## src/rtl/prewish_pkg.sv

```systemverilog
// Shared constants and types for the prewish blink sequencer: register map,
// ctrl bit layout and FSM state encoding.
package prewish_pkg;

    localparam int SYSCLK_DIV_BITS_DEF = 22;
    localparam int SEQ_ENTRIES         = 4;

    localparam logic [3:0] ADR_MASK0 = 4'd0;
    localparam logic [3:0] ADR_MASK1 = 4'd1;
    localparam logic [3:0] ADR_MASK2 = 4'd2;
    localparam logic [3:0] ADR_MASK3 = 4'd3;
    localparam logic [3:0] ADR_REP0  = 4'd4;
    localparam logic [3:0] ADR_REP1  = 4'd5;
    localparam logic [3:0] ADR_REP2  = 4'd6;
    localparam logic [3:0] ADR_REP3  = 4'd7;
    localparam logic [3:0] ADR_CTRL  = 4'd8;

    localparam int CTRL_RUN      = 0;
    localparam int CTRL_LOOP     = 1;
    localparam int CTRL_LAST_LSB = 2;

    typedef struct packed {
        logic [1:0] last;
        logic       loop;
        logic       run;
    } ctrl_t;

    typedef enum logic [2:0] {
        ST_IDLE,
        ST_ADVANCE,
        ST_LOAD,
        ST_DWELL,
        ST_END
    } seq_state_t;

endpackage

```

## src/rtl/prewish_seq_regs.sv

```systemverilog
// Host-side register file: pattern masks, repeat counts, ctrl and the ack.
// loop_eff/last_eff show a ctrl write landing this cycle so the FSM decides on it.
module prewish_seq_regs
    import prewish_pkg::*;
#(
    parameter int NUM_ENTRIES = SEQ_ENTRIES
) (
    input  logic                        CLK_I,
    input  logic                        RST_I,
    input  logic                        STB_I,
    input  logic [3:0]                  ADR_I,
    input  logic [7:0]                  DAT_I,
    input  logic                        run_clr,
    output logic                        ACK_O,
    output logic [NUM_ENTRIES-1:0][7:0] mask,
    output logic [NUM_ENTRIES-1:0][7:0] rep,
    output logic                        run,
    output logic                        loop_eff,
    output logic [1:0]                  last_eff,
    output logic                        ctrl_wr
);

    ctrl_t ctrl_q;
    logic  wr_ctrl;

    always_comb begin
        wr_ctrl  = STB_I && (ADR_I == ADR_CTRL);
        loop_eff = wr_ctrl ? DAT_I[CTRL_LOOP] : ctrl_q.loop;
        last_eff = wr_ctrl ? DAT_I[CTRL_LAST_LSB +: 2] : ctrl_q.last;
        run      = ctrl_q.run;
    end

    always_ff @(posedge CLK_I or negedge RST_I) begin
        if (!RST_I) begin
            ACK_O   <= 1'b0;
            ctrl_wr <= 1'b0;
            ctrl_q  <= '0;
            mask    <= '0;
            rep     <= '0;
        end else begin
            ACK_O   <= STB_I;
            ctrl_wr <= wr_ctrl;
            // A host ctrl write in the same cycle overrides the FSM's RUN clear
            if (run_clr) ctrl_q.run <= 1'b0;
            if (STB_I) begin
                case (ADR_I)
                    ADR_MASK0: mask[0] <= DAT_I;
                    ADR_MASK1: mask[1] <= DAT_I;
                    ADR_MASK2: mask[2] <= DAT_I;
                    ADR_MASK3: mask[3] <= DAT_I;
                    ADR_REP0:  rep[0]  <= DAT_I;
                    ADR_REP1:  rep[1]  <= DAT_I;
                    ADR_REP2:  rep[2]  <= DAT_I;
                    ADR_REP3:  rep[3]  <= DAT_I;
                    ADR_CTRL:  ctrl_q  <= ctrl_t'(DAT_I[3:0]);
                    default:   ;
                endcase
            end
        end
    end

endmodule

```

## src/rtl/prewish_blink_sequencer.sv

```systemverilog
// Plays up to four blink patterns into the prewish_blinky mask port, each for
// rep[n] full 8-bit pattern cycles, optionally looping.
module prewish_blink_sequencer
    import prewish_pkg::*;
#(
    parameter int SYSCLK_DIV_BITS = SYSCLK_DIV_BITS_DEF,
    parameter int NUM_ENTRIES     = SEQ_ENTRIES
) (
    input  logic       CLK_I,
    input  logic       RST_I,
    input  logic       STB_I,
    input  logic [3:0] ADR_I,
    input  logic [7:0] DAT_I,
    output logic       ACK_O,
    output logic       STB_O,
    output logic [7:0] DAT_O,
    output logic       o_busy,
    output logic [1:0] o_index,
    output logic       o_done
);

    localparam int IDX_W = $clog2(NUM_ENTRIES);
    localparam int CNT_W = SYSCLK_DIV_BITS + 11;

    logic [NUM_ENTRIES-1:0][7:0] mask;
    logic [NUM_ENTRIES-1:0][7:0] rep;
    logic                        run, loop_eff, ctrl_wr, run_clr;
    logic [1:0]                  last_eff;

    seq_state_t       state, state_nxt;
    logic [IDX_W-1:0] cur, cur_nxt;
    logic             played, played_nxt;
    logic [CNT_W-1:0] dwell_cnt, dwell_load;
    logic             busy, abort, restart, finish;

    prewish_seq_regs #(
        .NUM_ENTRIES(NUM_ENTRIES)
    ) u_regs (
        .CLK_I   (CLK_I),
        .RST_I   (RST_I),
        .STB_I   (STB_I),
        .ADR_I   (ADR_I),
        .DAT_I   (DAT_I),
        .run_clr (run_clr),
        .ACK_O   (ACK_O),
        .mask    (mask),
        .rep     (rep),
        .run     (run),
        .loop_eff(loop_eff),
        .last_eff(last_eff),
        .ctrl_wr (ctrl_wr)
    );

    // rep * 8 bit periods of 2^SYSCLK_DIV_BITS clocks, minus one for the terminal state
    assign dwell_load = {rep[cur], {(SYSCLK_DIV_BITS + 3){1'b0}}} - CNT_W'(1);

    always_ff @(posedge CLK_I or negedge RST_I) begin
        if (!RST_I) begin
            state     <= ST_IDLE;
            cur       <= '0;
            played    <= 1'b0;
            dwell_cnt <= '0;
        end else begin
            state  <= state_nxt;
            cur    <= cur_nxt;
            played <= played_nxt;
            if (state == ST_LOAD)
                dwell_cnt <= dwell_load;
            else if (state == ST_DWELL && dwell_cnt != '0)
                dwell_cnt <= dwell_cnt - CNT_W'(1);
        end
    end

    always_comb begin
        busy       = (state != ST_IDLE);
        restart    = ctrl_wr && run;
        abort      = ctrl_wr && !run && busy;
        // A loop pass that loaded nothing would spin forever; end it instead
        finish     = (state == ST_END) && !(loop_eff && played);
        state_nxt  = state;
        cur_nxt    = cur;
        played_nxt = played;
        if (restart) begin
            state_nxt  = ST_ADVANCE;
            cur_nxt    = '0;
            played_nxt = 1'b0;
        end else if (abort) begin
            state_nxt = ST_IDLE;
            cur_nxt   = '0;
        end else begin
            case (state)
                ST_ADVANCE: begin
                    if (rep[cur] != 8'd0)  state_nxt = ST_LOAD;
                    else if (cur < last_eff) cur_nxt = cur + IDX_W'(1);
                    else                    state_nxt = ST_END;
                end
                ST_LOAD: begin
                    state_nxt  = ST_DWELL;
                    played_nxt = 1'b1;
                end
                ST_DWELL: begin
                    if (dwell_cnt == '0) begin
                        if (cur < last_eff) begin
                            cur_nxt   = cur + IDX_W'(1);
                            state_nxt = ST_ADVANCE;
                        end else begin
                            state_nxt = ST_END;
                        end
                    end
                end
                ST_END: begin
                    cur_nxt    = '0;
                    played_nxt = 1'b0;
                    state_nxt  = finish ? ST_IDLE : ST_ADVANCE;
                end
                default: ;
            endcase
        end
    end

    always_comb begin
        STB_O   = 1'b0;
        DAT_O   = 8'h00;
        o_done  = 1'b0;
        run_clr = 1'b0;
        o_busy  = busy;
        o_index = cur;
        if (abort) begin
            STB_O = 1'b1;
        end else if (!restart) begin
            if (state == ST_LOAD) begin
                STB_O = 1'b1;
                DAT_O = mask[cur];
            end else if (finish) begin
                STB_O   = 1'b1;
                o_done  = 1'b1;
                run_clr = 1'b1;
            end
        end
    end

endmodule

```

## config.mk

```make
export PLATFORM = sky130hd
export DESIGN_NAME = prewish_blink_sequencer
export DESIGN_NICKNAME = d
export VERILOG_FILES = /design/src/rtl/prewish_pkg.sv /design/src/rtl/prewish_seq_regs.sv /design/src/rtl/prewish_blink_sequencer.sv
export SDC_FILE = /design/constraint.sdc
export NUM_CORES = 1
export LEC_CHECK = 0
export CELL_PAD_IN_SITES_DETAIL_PLACEMENT = 1
export CELL_PAD_IN_SITES_GLOBAL_PLACEMENT = 2
export CORE_ASPECT_RATIO = 1.2
export CORE_MARGIN = 2
export CORE_UTILIZATION = 43
export CTS_BUF_LIST = sky130_fd_sc_hd__clkbuf_8
export DETAILED_ROUTE_END_ITERATION = 7
export HOLD_SLACK_MARGIN = 0.15
export PLACE_DENSITY_LB_ADDON = 0.1
export SYNTH_ARGS = -nofsm -noshare
export SYNTH_HDL_FRONTEND = slang
export SYNTH_HIERARCHICAL = 1
export SYNTH_SLANG_ARGS = --single-unit
```

## constraint.sdc

```tcl
create_clock -name CLK_I -period 3.5 [get_ports CLK_I]
set_clock_uncertainty 0.05 [all_clocks]
set_input_delay 0.35 -clock CLK_I [delete_from_list [all_inputs] [get_ports CLK_I]]
set_output_delay 0.35 -clock CLK_I [all_outputs]
set_load 0.1 [all_outputs]
```

# --- After elaboration in Yosys (flattened, before gate mapping) ---
# Cells that the tools add are included.
# Widths: inputs -> output; s select.
word_totals:
  reg_bits: 109
  latch_bits: 0
  ram_bits: 0
  rom_bits: 0
  in_bits: 15
  out_inout_bits: 14
  memories: 0
op_classes:
  n_addsub: 3
  mul: 0
  div: 0
  magnitude_cmp: 2
  eq_ne: 16
  shifts: 0
  mux: 38
  n_bitwise: 0
  reduce_logical: 30
ops:
  columns: ["cell", "n"]
  rows:
  - ["$mux 33", 2]
  - ["$sub 33x1->33 const B", 2]
  - ["$mux 8", 5]
  - ["$logic_not 33->1", 1]
  - ["$reduce_bool 33->1", 1]
  - ["$bmux 8 s2", 2]
  - ["$reduce_and 2->1", 10]
  - ["$mux 3", 6]
  - ["$eq 4x3->1 const B", 4]
  - ["$mux 1", 14]
  - ["$mux 2", 6]
  - ["$pmux 3 s4", 1]
  - ["$eq 4x2->1 const B", 2]
  - ["$reduce_bool 8->1", 1]
  - ["$logic_and 1x1->1", 7]
  - ["$eq 3x2->1 const B", 2]
  - ["$pmux 2 s3", 1]
  - ["$reduce_and 3->1", 2]
  - ["$reduce_bool 3->1", 2]
  - ["$reduce_bool 6->1", 1]
  - ["$ne 5x5->1 const B", 1]
  - ["$reduce_bool 5->1", 1]
  - ["$eq 4x1->1 const B", 1]
  - ["$eq 4x4->1 const B", 1]
  - ["12 further kinds", 13]

# --- Logic depth before layout (Yosys ltp) ---
# Gate-level depths: netlist of the first run.
logic_depth:
  depth_word: 13
  ltp_mapped: 11
  ltp_nobuf: 10

# --- Hierarchy ---
# Netlist of the first run, hierarchy kept.
modules_own_cells:
  columns: ["mod", "n_inst", "cells_per_inst", "area_each_um2", "seq_area_each_um2"]
  rows:
  - ["prewish_blink_sequencer", 1, 324, 2944.1, 975.9]
  - ["prewish_seq_regs", 1, 163, 2758.9, 1751.7]

# --- Worst setup path before layout of the first run ---
# OpenSTA, ideal clock, no wires.
synth_timing:
  path_kind: "input -> register"
  from: "in ADR_I[1]"
  to: "reg u_regs/run (netlist name)"
  setup_time_ns: 0.125
  arrival_time_ns: 4.004
  required_time_ns: 3.325
  slack_ns: -0.678
  cell_stages: 8
  path_buffers: 1
  cell_sequence: "buf_2 nor2_1 nand4b_1 mux2_2 nand2_1 nor3b_1 nor2b_1 mux2_2"
synth_via:
  elab_chain_len: 13
synth_rtl:
  columns: ["element", "line", "rtl"]
  rows:
  - ["start, declared", "prewish_blink_sequencer.sv:12", "input logic [3:0] ADR_I,"]
  - ["$eq 4x4->1 (*)", "prewish_seq_regs.sv:27", "wr_ctrl = STB_I && (ADR_I == ADR_CTRL);"]
  - ["$logic_and 1x1->1 (*)", "prewish_seq_regs.sv:27", null]
  - ["$mux 1 (*)", "prewish_seq_regs.sv:28", "loop_eff = wr_ctrl ? DAT_I[CTRL_LOOP] : ctrl_q.loop;"]
  - ["named net loop_eff", "prewish_blink_sequencer.sv:27", "logic run, loop_eff, ctrl_wr, run_clr;"]
  - ["$logic_and 1x1->1 (*)", "prewish_blink_sequencer.sv:79", "finish = (state == ST_END) && !(loop_eff && played);"]
  - ["$logic_not 1->1 (*)", "prewish_blink_sequencer.sv:79", null]
  - ["$logic_and 1x1->1 (*)", "prewish_blink_sequencer.sv:79", null]
  - ["$mux 1 (*) (4 in series)", null, null]
  - ["named net o_done", "prewish_blink_sequencer.sv:19", "output logic o_done"]
  - ["$mux 1 (*)", "prewish_seq_regs.sv:44", "if (run_clr) ctrl_q.run <= 1'b0;"]
  - ["$mux 1", "prewish_seq_regs.sv:46", "case (ADR_I)"]
  - ["$mux 1 (*)", "prewish_seq_regs.sv:45", "if (STB_I) begin"]
# The timed path passes the listed nets; every way through them passes the cells marked *.
# A chain may end at the register's enable or synchronous reset.

# --- Final worst setup path of the first run ---
layout_timing:
  from: "reg cur[0], in the netlist o_index[0]"
  to: "reg cur[1], in the netlist o_index[1]"
layout_via:
  elab_chain_len: 6
layout_rtl:
  columns: ["element", "line", "rtl"]
  rows:
  - ["start, declared", "prewish_blink_sequencer.sv:31", "logic [IDX_W-1:0] cur, cur_nxt;"]
  - ["start signal, assigned", "prewish_blink_sequencer.sv:65", "cur <= cur_nxt;"]
  - ["$add 2x1->2 / $lt 2x2->1 (equally long branches)", "prewish_blink_sequencer.sv:94, prewish_blink_sequencer.sv:104, prewish_blink_sequencer.sv:103", null]
  - ["$mux 2", "prewish_blink_sequencer.sv:94, prewish_blink_sequencer.sv:103", null]
  - ["$mux 2, on equally long branches", "prewish_blink_sequencer.sv:102, prewish_blink_sequencer.sv:93", null]
  - ["$pmux 2 s3", "prewish_blink_sequencer.sv:91", "case (state)"]
  - ["$mux 2", "prewish_blink_sequencer.sv:87", "end else if (abort) begin"]
  - ["$mux 2", "prewish_blink_sequencer.sv:83", "if (restart) begin"]
# Parallel ways exist; a longest one is shown, timed or not. The select of a mux whose other input is x is not followed.

==> out/metrics.csv, run 1 <==
metric,value,unit
"most used cell, CP",o41ai_1,
kind of end point of the critical path,flop,
CP startpoint kind,flop,
clk slew on worst S/H paths,110,ps
syn nets,505,
Final Hold Fails,0,
total grt overflow,0,
IO Pins,29,
H-Tree Depth,3,
setup TNS,0,ps
via count of the first global-routing pass,4189,
Die Wd,109.1,um
Layout area overhead,12.66,%
worst hold path type,flop to flop,
CTS Buf Count,9,
initial drt markers,121,
Critical path buffers and inverters,1,
post-route antenna net violation count,0,
share of cells above drive strength 1,28.57,%
DIE HEIGHT,130.2,um
Worst R2R Path Depth,8,
worst skew pair latency,390,ps
"Top FF cell, synth",dfrtp_1,
"EDFF count, synth",0,
Yosys reg bits,109,
Worst Hold Launch,dwell_cnt[0],
RSZ-0062 raised after global routing,false,
final setup vio count,0,
CTS tree,done,
hold depth,1,
Tightest Pin Transition,971.1,ps
post-synthesis sequential area ratio,47.83,%
Placer Congestion,0.7786,
Initial Utilization,43.65,%
Crit Reg-Reg Startpoint,o_index[0],
clk root buf,clkbuf_8,
# DRC,0,
Place WS,510.1,ps
asr flop ratio synth,100.0,%
worst rel slew slack,35.06,%
Worst Path Max Fanout,10,
reg-to-reg endpoint,o_index[1],
largest net degree at the start of global routing,67,
GRT Total Usage,21.14,%
flop2flop setup slack,540,ps
post-layout min period,2963,ps
syn_area_per_cell,11.71,sq um
Worst path slowest cell,dfrtp_1,
Hold Path End,dwell_cnt[0],
"Cell Area, Synth",5703,sq um
DR vias/cell,5.763,
DR vias,3994,
synthesized instance count,487,
wire length of the first global-routing pass,22.80,mm
Leak,0.002551,uW
CP Cell Sequence,mux4_2 -> inv_1 -> ha_1 -> nand2b_1 -> o41ai_1 -> o211ai_1 -> o21ai_0 -> o41ai_1,
f_max,0.3376,GHz
core area,13070,sq um
antenna diode count,0,
num rows,46,
Total Routed Length,14.16,mm
clock buffer depth,2,
final cell utilization of the core,49.18,%
Final Cycle Share,84.64,%
final-report max-slew violation count,0,
Nets,538,
# port buffers,28,
drt first pass iters,4,
CTS sink cnt,109,
"Arr. time, crit path",3180,ps
max_cap viols,0,
initial antenna violation count,0,
type of the worst setup path,flop to flop,
Crit path largest cell delay,750,ps
CP required,3720,ps
post-synth cell types,65,
Post-CTS Setup Repair Bufs,0,
Cell Pwr Density,735.5,nW/um^2
Max rail drop VDD,0.0004603,V
PnR worst setup slack,537.5,ps
Crit path max-delay family,compound AO/OA/AOI/OAI gates,
status,"finished, final reports clean",
Synth Warn #,6,
average wire per cell in the routed design,20.43,um
detailed placer's ending HPWL,9.995,mm
die area,14200,sq um
==> flip-flops by register name (all words and copies together) (netlist names) <==
signal          count
dwell_cnt          33
state               3
o_index             2
u_regs/ACK_O        1
played              1
u_regs/mask        32
u_regs/rep         32
u_regs/ctrl_wr      1
u_regs/ctrl_q       3
u_regs/run          1
==> repair_timing <==
| item | 4_1_cts | 5_1_grt |
|---|---|---|
| hold buffers | 1 | 0 |
| gates resized for setup | 0 | 0 |
| endpoints found under the hold margin | 64 | 0 |
==> Yosys cell counts (2+ instances only) <==
master    number  area (sq um)
a211o_1        2         17.52
a211oi_1       2         15.01
a21o_1         3         22.52
a21oi_1       11         55.05
a31oi_1        2         12.51
and3_1         9         56.30
and4_1         3         26.28
buf_1          4         15.01
buf_2          4         20.02
buf_4          4         30.03
buf_6          2         22.52
clkbuf_1      11         41.29
dfrtp_1      109          2728
ha_1           3         37.54
inv_1         13         48.80
mux2_2        64         720.7
mux2_4         8         120.1
mux4_2        16         360.4
nand2_1       44         165.2
nand2b_1       7         43.79
nand3_1       13         65.06
nand3b_1       2         15.01
nand3b_2       2         22.52
nand4_1        3         18.77
nand4b_1       2         17.52
nor2_1        18         67.56
nor2b_1        2         12.51
nor3_1        19         95.09
nor3b_4        2         37.54
nor4_1        14         87.58
nor4b_1        3         26.28
o211ai_1       2         15.01
o21ai_0       15         75.07
o221ai_1       2         17.52
o22ai_1        2         12.51
o31ai_1        2         15.01
o41ai_1        2         17.52
or3_1          6         37.54
or4_1          6         45.04
xnor2_1       18         157.7
xor2_1         7         61.31
==> worst register-to-register path, cell delays in order (launching register included) <==
cell	delay, ps
dfrtp_1	750
mux4_2	600
inv_1	90
ha_1	170
nand2b_1	120
o41ai_1	470
o211ai_1	240
o21ai_0	240
o41ai_1	110
==> through the flow <==
step | instances | power [uW] | cell area (sq um) | hold WS (ps)
floorplan | 487 | 3393 | 5708 | 4.409
global placement | 676 | 3903 | 6205 | 431.1
detailed placement | 676 | 3962 | 6205 | 439.8
CTS | 693 | 4791 | 6425 | 460.9
global route | 693 | 5001 | 6425 | 475.4
finish | 693 | 4725 | 6425 | 453.0
==> cell families after synthesis <==
group | synth area share [%]
muxes | 21.26
and+or+nand+nor | 16.94
DFF | 47.83
buffers and inverters | 3.203
AOI/OAI and AO/OA | 6.275
xor gates and xnor gates | 3.839
adders and majority gates | 0.6583
==> cells in the final DEF (no fill, tap or decap), drive strengths merged, types with 16 or more instances in the layout <==
cell / instances
nor2: 19
mux4: 16
nand2: 44
mux2: 73
dfrtp: 109
inv: 16
nor3: 20
buf: 32
xnor2: 18
==> where the power goes <==
| part | internal (uW) | leakage [uW] | switching, uW | total (uW) |
|---|---|---|---|---|
| clock | 344 | 0.000106 | 471 | 814 |
| sequential | 1530 | 0.00125 | 250 | 1780 |
| combinational | 855 | 0.00120 | 1280 | 2130 |
| total | 2730 | 0.00255 | 2000 | 4730 |
==> layer usage <==
layer | part of all wire, % | wire length [um] | up-vias | GRT usage [%]
met1 | 42 | 5933 | 2081 | 25.62
li1 | - | - | 1853 | -
met3 | 2.2 | 309 | 14 | 3.746
met4 | 1.7 | 244 | 0 | 6.109
met5 | 0 | 0 | - | 0
met2 | 54 | 7670 | 46 | 38.25
==> worst max-delay path by stage <==
stage,startpoint,end,slack [ps],cells past startpoint
2_1_floorplan,ADR_I[1],STB_O,120,7
3_3_place_gp,o_index[0],o_index[0],610,7
3_5_place_dp,o_index[0],o_index[1],510,8
4_1_cts,o_index[0],o_index[1],490,8
5_1_grt,o_index[0],o_index[1],300,8
6_report,o_index[0],o_index[1],540,8
==> final cells by class <==
cell class,count,area [sq um]
Clock buffer,9,123.9
Clock inverter,7,86.33
Fill cell,1370,6640
Inverter,13,48.80
Multi-Input combinational cell,339,2803
Sequential cell,109,2728
Tap cell,168,210.2
Timing Repair Buffer,48,425.4
Power figures use the tool's default switching activity.
==> run 2, diff against run 1 <==
- clock period: 3.5 -> 3.11 ns (I/O delays scaled with it)
==> run 2 against run 1 <==
Effect of this change:
- hold slack lost 32 ps
- via count is essentially flat
- setup slack lost 300 ps
- power grew 12%
- die area is the same
- critical endpoint is now state[0]
- sequential power grew 12%
- register-to-register slack lost 300 ps
- sequential share of layout area is essentially flat
- global-route usage grew 0.65 points
- highest routed layer unchanged
==> out/metrics.csv, run 2 (synthesis results as in run 1) <==
metric,value,unit,change
status,"finished, final reports clean",,
Resized Gates After CTS,0,,unchanged
wire length of the first global-routing pass,23.46,mm,+2.9%
largest net degree at the start of global routing,65,,-3.0%
final-report max-slew violation count,0,,unchanged
DR vias,3991,,-0.075%
CP startpoint kind,flop,,
type of the worst setup path,flop to flop,,
Max rail drop VDD,0.0005290,V,+15%
Die Wd,109.1,um,unchanged
IO Pins,29,,unchanged
clk root buf,clkbuf_8,,
Nets,540,,+0.37%
GRT Total Usage,21.79,%,+0.65 points
CTS Buf Count,9,,unchanged
share of cells above drive strength 1,29.60,%,+1.0 points
# port buffers,28,,unchanged
die area,14200,sq um,unchanged
post-route antenna net violation count,0,,unchanged
RSZ-0062 raised after global routing,false,,
Worst Path Max Fanout,5,,-5
biggest regs,"dwell_cnt: 33 flops, u_regs/mask: 32 flops, u_regs/rep: 32 flops",,
worst hold slack,420.9,ps,-32.10 ps
# DRC,0,,unchanged
core area,13070,sq um,unchanged
H-Tree Depth,3,,unchanged
"commonest non-fill, non-tap cell in the layout",dfrtp_1,,
total grt overflow,0,,unchanged
final setup vio count,0,,unchanged
Total Routed Length,14.29,mm,+0.93%
"Arr. time, crit path",3090,ps,-90 ps
"commonest non-fill, non-tap cells in the layout","dfrtp_1, mux2_2, nand2_1",,
worst skew pair latency,380,ps,about the same
Final Cycle Share,92.32,%,+7.7 points
CP required,3330,ps,-390 ps
initial drt markers,192,,+59%
Layout area overhead,12.83,%,
clock buffer depth,2,,unchanged
Critical path buffers and inverters,0,,-1
Comb pwr share,45.7,%,+0.6 points
Crit path largest cell delay,550,ps,-200 ps
drt first pass iters,4,,unchanged
via count of the first global-routing pass,4366,,+4.2%
Initial Utilization,43.65,%,unchanged
Switching Share,42.74,%,+0.49 points
worst rel slew slack,35.52,%,+0.46 points
CTS sink cnt,109,,unchanged
top register by number of flip-flops,dwell_cnt,,
cell count after placement,678,,+0.30%
sequential power share,38.0,%,+0.3 points
fin cells,695,,+0.29%
num rows,46,,unchanged
max reg flops,33,,unchanged
Cell Pwr Density,820.2,nW/um^2,+12%
DR vias/cell,5.742,,-0.36%
post-layout min period,2871,ps,-91.46 ps
Final Hold Fails,0,,unchanged
Internal,3022,uW,+11%
Tightest Pin Transition,964.2,ps,-6.888 ps
setup TNS,0,ps,unchanged
average wire per cell in the routed design,20.56,um,+0.64%
Crit path max-delay family,simple AND/OR/NAND/NOR gates,,
Placer Congestion,0.8095,,+4.0%
f_max,0.3483,GHz,+3.2%
initial antenna violation count,0,,unchanged
DIE HEIGHT,130.2,um,unchanged
max_cap viols,0,,unchanged
clock share of power,16.3,%,-0.9 points
Leak,0.002555,uW,+0.16%
sw power,2255,uW,+13%
worst hold path type,input port to asynchronous set/reset pin,,
detailed placer's ending HPWL,10.17,mm,+1.7%
"most used cell, CP",or4_1,,
final cell utilization of the core,49.25,%,+0.077 points
CTS tree,done,,
CP Cell Sequence,or4_1 -> or4_1 -> nor4_2 -> o311ai_1 -> a211oi_2 -> mux2_1,,
kind of end point of the critical path,flop,,
Worst path slowest cell,or4_1,,
antenna diode count,0,,unchanged
clk slew on worst S/H paths,110,ps,about the same
run 2: timing repair:
item                      CTS  global route
hold buffers                1             0
buffers inserted            0             0
hold endpoints to repair   45             0
run 2: worst paths after layout:
| path | slack [ps] | startpoint | endpoint | cells past startpoint |
|---|---|---|---|---|
| worst min register to register | 450 | u_regs/run | played | 1 |
| max in group asynchronous | 1820 | RST_I | u_regs/rep[27] | 3 |
| worst max register to register | 240 | dwell_cnt[29] | state[0] | 6 |
| worst min-delay path | 420 | RST_I | dwell_cnt[13] | 2 |
| worst max-delay path | 240 | dwell_cnt[29] | state[0] | 6 |
| min in group CLK_I | 450 | STB_I | u_regs/ACK_O | 1 |
run 2: power groups by stage:
| stage | combinational, uW | sequential, uW | clock [uW] |
|---|---|---|---|
| global placement | 2390 | 2010 | 0 |
| global route | 2610 | 2060 | 945 |
| detailed placement | 2430 | 2040 | 0 |
| floorplan | 1850 | 1980 | 0 |
| finish | 2410 | 2000 | 863 |
| CTS | 2450 | 2010 | 901 |
run 2: worst reg2reg max path, cell delays in order (launching register included):
cell,delay [ps]
dfrtp_1,440
or4_1,550
or4_1,520
nor4_2,420
o311ai_1,170
a211oi_2,280
mux2_1,350
run 2: through the flow:
stage                     cell area (sq um)  setup WS [ps]  total power, uW
after floorplan                        5713          7.754             3825
after global placement                 6235          307.9             4397
after detailed placement               6235          258.5             4473
after CTS                              6435          226.3             5360
after global routing                   6435          108.9             5618
final                                  6435          238.9             5278
run 2: layer usage:
layer / wire length, um / global-route usage [%] / share of wire, %
met2: 7839 / 40.56 / 55
met3: 272 / 2.448 / 1.9
met4: 174 / 7.014 / 1.2
met1: 6002 / 26.01 / 42
met5: 0 / 0 / 0
run 2: layout make-up:
class                      count  area (sq um)
fill                        1402          6630
inverter                      13         48.80
clock buffer                  10         137.6
multi-input combinational    339          2806
sequential                   109          2729
timing repair buffer          50         450.4
clock inverter                 6         52.55
tap                          168         210.2
==> run 3, diff against run 2 <==
- CORE_MARGIN: 2 -> 4
==> run 3 against run 2 <==
Effect of this change:
- sequential share of layout area up 0.083 points
- largest power group unchanged
- cell count down 0.58%
- sequential cell count unchanged
- hold slack got worse by 15 ps
==> out/metrics.csv, run 3 (synthesis results as in run 1) <==
metric,value,unit,change
num rows,45,,-2.2%
Worst R2R Path Depth,6,,unchanged
via count of the first global-routing pass,4482,,+2.7%
detailed placer's ending HPWL,10.00,mm,-1.7%
Leak,0.002550,uW,-0.21%
fin cells,691,,-0.58%
initial drt markers,124,,-35%
initial antenna violation count,0,,unchanged
cell count after placement,674,,-0.59%
biggest regs,"dwell_cnt: 33 flops, u_regs/mask: 32 flops, u_regs/rep: 32 flops",,
die area,15180,sq um,+6.9%
max reg flops,33,,unchanged
Critical Path Source,dwell_cnt[29],,
clk slew on worst S/H paths,110,ps,about the same
Tightest Pin Transition,973.9,ps,+9.708 ps
average wire per cell in the routed design,20.23,um,-1.6%
Post-CTS Setup Repair Bufs,0,,unchanged
post-layout min period,2896,ps,+25.27 ps
final-report max-slew violation count,0,,unchanged
Layout area overhead,12.62,%,
setup TNS,0,ps,unchanged
wire length of the first global-routing pass,23.65,mm,+0.79%
Max rail drop VDD,0.0004446,V,-16%
type of the worst setup path,flop to flop,,
Total Routed Length,13.98,mm,-2.2%
status,"finished, final reports clean",,
Crit Reg-Reg Startpoint,dwell_cnt[29],,
cts hold-fix bufs,1,,unchanged
Resized Gates After CTS,0,,unchanged
CTS sink cnt,109,,unchanged
flop2flop setup slack,210,ps,-30 ps
max_cap viols,0,,unchanged
clock buffer depth,2,,unchanged
drt first pass iters,4,,unchanged
GRT Total Usage,19.81,%,-2.0 points
"Arr. time, crit path",3130,ps,+40 ps
post-route antenna net violation count,0,,unchanged
CP startpoint kind,flop,,
clk root buf,clkbuf_8,,
"commonest non-fill, non-tap cells in the layout","dfrtp_1, mux2_2, nand2_1",,
CTS Buf Count,9,,unchanged
RSZ-0062 raised after global routing,false,,
IO Pins,29,,unchanged
DR vias,3995,,+0.10%
Final Hold Fails,0,,unchanged
DIE HEIGHT,134.2,um,+3.1%
final setup vio count,0,,unchanged
f_max,0.3453,GHz,-0.87%
Placer Congestion,0.8115,,+0.25%
worst skew pair latency,400,ps,+20 ps
CTS tree,done,,
Initial Utilization,44.42,%,+0.77 points
CP required,3340,ps,about the same
Cell Pwr Density,816.4,nW/um^2,-0.45%
H-Tree Depth,3,,unchanged
Final Cycle Share,93.13,%,+0.81 points
top register by number of flip-flops,dwell_cnt,,
share of cells above drive strength 1,29.41,%,-0.19 points
worst rel slew slack,34.87,%,-0.65 points
worst hold path type,input port to asynchronous set/reset pin,,
# DRC,0,,unchanged
kind of end point of the critical path,flop,,
Worst Path Max Fanout,5,,unchanged
# port buffers,28,,unchanged
largest net degree at the start of global routing,65,,unchanged
Nets,540,,unchanged
antenna diode count,0,,unchanged
"commonest non-fill, non-tap cell in the layout",dfrtp_1,,
core area,12840,sq um,-1.7%
DR vias/cell,5.781,,+0.68%
Die Wd,113.1,um,+3.7%
total grt overflow,0,,unchanged
-- run 3: changes by cell type in the layout (fill, tap and decap cells not counted), sizes merged --
cell | before | now
clkbuf | 10 | 9
inv | 16 | 17
clkinvlp | 1 | 2
clkinv | 2 | 1
-- run 3: critical path: stages, from the launching register on --
cell and delay [ps]:
dfrtp_1 430, or4_1 570, or4_1 520, nor4_2 440, o311ai_1 200, a211oi_2 250, mux2_1 330
-- run 3: layer usage --
layer,global-route usage (%),part of all wire [%]
met5,0,0
met2,35.61,54
met4,7.949,2.2
met1,23.72,42
met3,2.843,1.6
-- run 3: final timing paths --
path / endpoint
min reg2reg: played
min in group CLK_I: played
min: dwell_cnt[12]
max in group asynchronous: o_index[0]
max: state[0]
max reg2reg: state[0]
-- run 3: cell type report --
cell class | count | area (sq um)
clock inverters | 7 | 58.81
clock buffers | 9 | 123.9
multi-input cells | 339 | 2806
fillers | 1354 | 6415
well taps | 164 | 205.2
inverters | 13 | 48.80
repair buffers | 50 | 450.4
flip-flops and latches | 109 | 2729
-- run 3: where the power goes --
group | internal [uW] | switching (uW) | total (uW) | leakage (uW)
logic | 971 | 1440 | 2410 | 0.00121
registers | 1720 | 273 | 2000 | 0.00125
clock network | 304 | 536 | 841 | 0.0000911
total | 3000 | 2240 | 5240 | 0.00255
-- run 3: through the flow --
step | power (uW) | util (%) | hold WS (ps) | cell area [sq um] | setup slack [ps]
after floorplan | 3825 | - | -34.59 | 5713 | 7.754
after global placement | 4401 | 48.53 | 298.1 | 6230 | 293.5
after detailed placement | 4465 | 48.53 | 310.1 | 6230 | 268.6
after CTS | 5321 | 50.03 | 407.3 | 6422 | 233.4
after global routing | 5606 | 50.03 | 435.3 | 6422 | 90.63
final | 5244 | 50.03 | 405.9 | 6422 | 213.7
